File: src/rtl/dest_tracker.sv
// ----------------------------------------------------------------------------
// dest_tracker
//
// Destination-register tracker for the 5-stage MIPS pipeline. It carries each
// instruction's register-write intent {wena, waddr} from ID through the EX,
// MEM and WB stage registers. These registers feed the stall unit's hazard
// comparisons. A bubble is injected into EX on a stall or a flush.
//
// Ports:
//   in_clk          clock, rising edge
//   in_rst          synchronous active-high reset
//   in_id_valid     ID slot holds a real instruction
//   in_id_wena      ID instruction writes a register
//   in_id_waddr     ID instruction destination register
//   in_stall        stall request; a bubble goes to EX and the edge is counted
//   in_flush        ID instruction killed; a bubble goes to EX
//   out_ex_*        EX stage {wena, waddr}
//   out_mem_*       MEM stage {wena, waddr}
//   out_wb_*        WB stage {wena, waddr}
//   out_bubble_cnt  saturating count of stall bubbles
//   out_pending     per-register in-flight write bitmap  (DEST_TRACK_PENDING_EN)
//   out_inflight    number of stages with wena=1         (DEST_TRACK_PENDING_EN)
//
// Optional feature macro: DEST_TRACK_PENDING_EN
// ----------------------------------------------------------------------------
module dest_tracker #(
    parameter int ADDR_W = 5,
    parameter int CNT_W  = 16
) (
    input  logic                 in_clk,
    input  logic                 in_rst,
    input  logic                 in_id_valid,
    input  logic                 in_id_wena,
    input  logic [ADDR_W-1:0]    in_id_waddr,
    input  logic                 in_stall,
    input  logic                 in_flush,
    output logic                 out_ex_wena,
    output logic [ADDR_W-1:0]    out_ex_waddr,
    output logic                 out_mem_wena,
    output logic [ADDR_W-1:0]    out_mem_waddr,
    output logic                 out_wb_wena,
    output logic [ADDR_W-1:0]    out_wb_waddr,
`ifdef DEST_TRACK_PENDING_EN
    output logic [CNT_W-1:0]     out_bubble_cnt,
    output logic [2**ADDR_W-1:0] out_pending,
    output logic [1:0]           out_inflight
`else
    output logic [CNT_W-1:0]     out_bubble_cnt
`endif
);

    logic              ex_wena,  mem_wena,  wb_wena;
    logic [ADDR_W-1:0] ex_waddr, mem_waddr, wb_waddr;
    logic [CNT_W-1:0]  bubble_cnt;

    logic              entry_wena;
    logic [ADDR_W-1:0] entry_waddr;
    logic              bubble;

    // Writes to $0 never enter the tracker, so a zero waddr is always paired
    // with wena=0.
    always_comb begin
        bubble      = in_stall | in_flush;
        entry_wena  = 1'b0;
        entry_waddr = '0;
        if (!bubble && in_id_valid && in_id_wena && (in_id_waddr != '0)) begin
            entry_wena  = 1'b1;
            entry_waddr = in_id_waddr;
        end
    end

    // MEM and WB advance every cycle; stall only affects what enters EX.
    always_ff @(posedge in_clk) begin
        if (in_rst) begin
            ex_wena    <= 1'b0;
            ex_waddr   <= '0;
            mem_wena   <= 1'b0;
            mem_waddr  <= '0;
            wb_wena    <= 1'b0;
            wb_waddr   <= '0;
            bubble_cnt <= '0;
        end else begin
            wb_wena   <= mem_wena;
            wb_waddr  <= mem_waddr;
            mem_wena  <= ex_wena;
            mem_waddr <= ex_waddr;
            ex_wena   <= entry_wena;
            ex_waddr  <= entry_waddr;
            if (in_stall && (bubble_cnt != '1))
                bubble_cnt <= bubble_cnt + 1'b1;
        end
    end

    assign out_ex_wena    = ex_wena;
    assign out_ex_waddr   = ex_waddr;
    assign out_mem_wena   = mem_wena;
    assign out_mem_waddr  = mem_waddr;
    assign out_wb_wena    = wb_wena;
    assign out_wb_waddr   = wb_waddr;
    assign out_bubble_cnt = bubble_cnt;

`ifdef DEST_TRACK_PENDING_EN
    // wena=1 implies waddr!=0, so bit 0 of the bitmap can never be set.
    always_comb begin
        out_pending = '0;
        if (ex_wena)  out_pending[ex_waddr]  = 1'b1;
        if (mem_wena) out_pending[mem_waddr] = 1'b1;
        if (wb_wena)  out_pending[wb_waddr]  = 1'b1;
        out_inflight = {1'b0, ex_wena} + {1'b0, mem_wena} + {1'b0, wb_wena};
    end
`endif

endmodule

File: config.mk
export PLATFORM = sky130hd
export DESIGN_NAME = dest_tracker
export DESIGN_NICKNAME = d
export VERILOG_FILES = /design/src/rtl/dest_tracker.sv
export SDC_FILE = /design/constraint.sdc
export NUM_CORES = 1
export LEC_CHECK = 0
export BUFFER_PORTS_ARGS = -buffer_cell sky130_fd_sc_hd__buf_2
export CORE_MARGIN = 2
export CORE_UTILIZATION = 44
export CTS_CLUSTER_SIZE = 40
export DETAILED_ROUTE_END_ITERATION = 12
export GPL_TIMING_DRIVEN = 0
export PLACE_DENSITY = 0.75
export SLEW_MARGIN = 20
export SYNTH_ARGS = -nofsm -noshare
export SYNTH_HDL_FRONTEND = slang
export SYNTH_SLANG_ARGS = --single-unit
File: constraint.sdc
create_clock -name in_clk -period 1.45 [get_ports in_clk]
set_input_delay 0.2175 -clock in_clk [delete_from_list [all_inputs] [get_ports in_clk]]
set_output_delay 0.2175 -clock in_clk [all_outputs]
set_load 0.01 [all_outputs]
==> run summary <==
DRT Wirelength -> 3940 um
Clk sinks -> 34
Hold-fix buffers, CTS -> 0
Overall routing resource usage -> 0.201
First-pass GRT wire length -> 5240 um
Register area share after synthesis -> 0.488
P_leak -> 0.970 nW
Crit end category -> flip-flop
Commonest non-fill, non-tap cell in the layout -> buf_2
Internal power -> 0.00120 W
Pre-antenna DRT Iters -> 4
Routed via count -> 1370
Syn Std Cell Area -> 1390 um2
Switching Fraction -> 0.230
Diode count -> 0
H-tree lvl count -> 2
Drt drc -> 0
Maxcap violations -> 0
Routability cong. -> 0.796
Die extent in x -> 60.3 um
FP Rows -> 20
PD cells -> 744 nW/um2
Synthesized area per cell -> 10.2 um2
Largest net degree at the start of global routing -> 11
Iteration-0 DRC Markers -> 116
Slew Limit Fails -> 0
Core Region -> 3030 um2
Synth Flop Type -> dfxtp_1
Post-synthesis register bit count -> 34
Number of global-route vias before repair -> 1171
Final setup violation count -> 9
Starting density of the core -> 0.460
Tmin final -> 1.56 ns
RSZ-0062 raised after global routing -> yes
Setup TNS -> -0.517 ns
VDD IR max -> 0.000669 V
Total CTS buffers -> 5
FILL cells -> 229
CTS clk-pin slew, worst paths -> 0.11 ns
Die Y -> 60.3 um
Drt wl/cell -> 15.2 um
CTS Buffer Depth -> 2
NetSw -> 0.000359 W
Routed vias/inst -> 5.29
YS warnings -> 0
Most frequent cells in the layout -> 45 x buf_2, 21 x buf_4, 18 x dfxtp_1
Post-synth EDFFs -> 0
Post-Synthesis Net Count -> 149
Asr flop ratio synth -> 0
Combinational Power Share -> 0.057
CP max-delay cell -> dfxtp_4
Worst skew pair latency -> 0.33 ns
Yosys cell types -> 38
Post-route worst setup slack -> -0.107 ns
WS Path Type -> reg -> reg
Port bufs -> 44
Die ar. -> 3630 um2
Storage cell area -> 728 um2
I/O pins -> 45
Arrival @ worst endpoint -> 1.78 ns
Fmax -> 642 MHz
Grt ovf -> 0
Nets -> 226
Area Growth Syn to Fin -> 50.9%
Final worst path period share -> 1.07
Reg power frac -> 0.597
Outcome -> finished with violations
Area of the multi-input gates -> 762 um2
CP Max Fanout -> 6
Antenna Nets Post-Route -> 0
Failing checks -> setup timing
CP peak stage delay -> 0.41 ns
Clock skew -> 0.00879 ns
Final Hold Vio Count -> 0
Worst slew pin tran -> 0.653 ns
Crit start category -> flip-flop
Worst Path Required -> 1.67 ns
TritonCTS clock tree -> done
Cell count after synthesis -> 137
Post-DP HPWL -> 2330 um
Slew HR -> 0.560
Root buf cell -> clkbuf_4
Layout cells sized above 1 -> 0.558
Clock share of power -> 0.345
Type of the tightest min-delay check -> in -> reg
Antenna violations before repair -> 0
CP Cell Sequence -> nand4_4 > nor4_4 > buf_6 > a31oi_4 > mux2_4
Total power -> 0.00156 W
## layer usage
metal / GRT usage / vias up / routed length [um]
met5: 0 / - / 0
met4: 0.0667 / 0 / 67
met3: 0.0736 / 6 / 206
met2: 0.370 / 59 / 2140
met1: 0.207 / 654 / 1530
li1: - / 651 / -
## registers in the layout (all words and copies together), names as in the netlist
| name | cells |
|---|---|
| out_ex_waddr | 5 |
| out_bubble_cnt | 16 |
| out_mem_wena | 1 |
| out_wb_waddr | 5 |
| out_ex_wena | 1 |
| out_mem_waddr | 5 |
| out_wb_wena | 1 |
## cells by family after synthesis
group,share of synthesized area
buffers and inverters,0.0323
AND/OR/NAND/NOR,0.317
adder cells (fa/ha/maj),0.00898
flip-flops,0.488
multiplexers,0.0332
XOR/XNOR,0.00628
AO/OA/AOI/OAI,0.114
## synthesized netlist by cell type, types with 3 or more instances
| library cell | instances | area [um2] |
|---|---|---|
| o21ai_0 | 3 | 15.0 |
| inv_1 | 3 | 11.3 |
| and2_1 | 5 | 31.3 |
| or4_1 | 5 | 37.5 |
| nand3_1 | 5 | 25.0 |
| nor2_1 | 8 | 30.0 |
| dfxtp_1 | 34 | 681 |
| nor2b_1 | 14 | 87.6 |
| o31ai_1 | 4 | 30.0 |
| nor3_1 | 5 | 25.0 |
| or3_1 | 3 | 18.8 |
| nand2_1 | 8 | 30.0 |
| a21oi_1 | 10 | 50.1 |
## timing repair
item,CTS,global route
pin swaps,6,9
endpoints found under the setup margin,7,16
gates resized for setup,6,19
setup buffers,9,17
## power groups by stage
| stage | Combinational (W) | Sequential [W] | Clock (W) |
|---|---|---|---|
| finish | 0.0000897 | 0.000934 | 0.000540 |
| global route | 0.000101 | 0.000936 | 0.000609 |
| CTS | 0.0000894 | 0.000941 | 0.000558 |
| floorplan | 0.0000366 | 0.000970 | 0 |
| detailed placement | 0.0000780 | 0.000967 | 0 |
| global placement | 0.0000742 | 0.000966 | 0 |
## worst max-delay path, delay by kind of cell (launching register included)
kind	cells	cell delay, ns
compound gates	1	0.10
flops	1	0.41
simple gates	2	0.46
buf+inv	1	0.18
mux	1	0.31
## stage by stage
step	instances	cell area, um2	util	hold WS (ns)	setup WS (ns)
2_1_floorplan	137	1460	-	0.339	-0.0486
3_3_place_gp	225	1740	0.574	0.430	-0.119
3_5_place_dp	225	1740	0.574	0.439	-0.131
4_1_cts	242	1890	0.624	0.0840	-0.0864
5_1_grt	259	2100	0.695	0.0803	-0.165
6_report	259	2100	0.695	0.0979	-0.107
## area by class of cell
class,instances,share of cell area
plain buffers,5,0.0208
clock buffers,7,0.0262
clock inverters,1,0.00238
inverters,3,0.00535
multi-input cells,95,0.362
flip-flops and latches,34,0.346
well taps,44,0.0262
repair buffers,70,0.211
## path summary, 6_finish.rpt
check | start | end | slack (ns) | depth (start not counted)
worst min register to register | out_mem_waddr[2]$_SDFF_PP0_ | out_wb_waddr[2]$_SDFF_PP0_ | 0.47 | 1
worst max-delay path | out_bubble_cnt[13]$_SDFFE_PP0P_ | out_bubble_cnt[0]$_SDFFE_PP0P_ | -0.11 | 5
worst max register to register | out_bubble_cnt[13]$_SDFFE_PP0P_ | out_bubble_cnt[0]$_SDFFE_PP0P_ | -0.11 | 5
worst min-delay path | in_id_waddr[2] | out_ex_waddr[2]$_SDFF_PP0_ | 0.1 | 2
(Power assumes the default switching activity.)
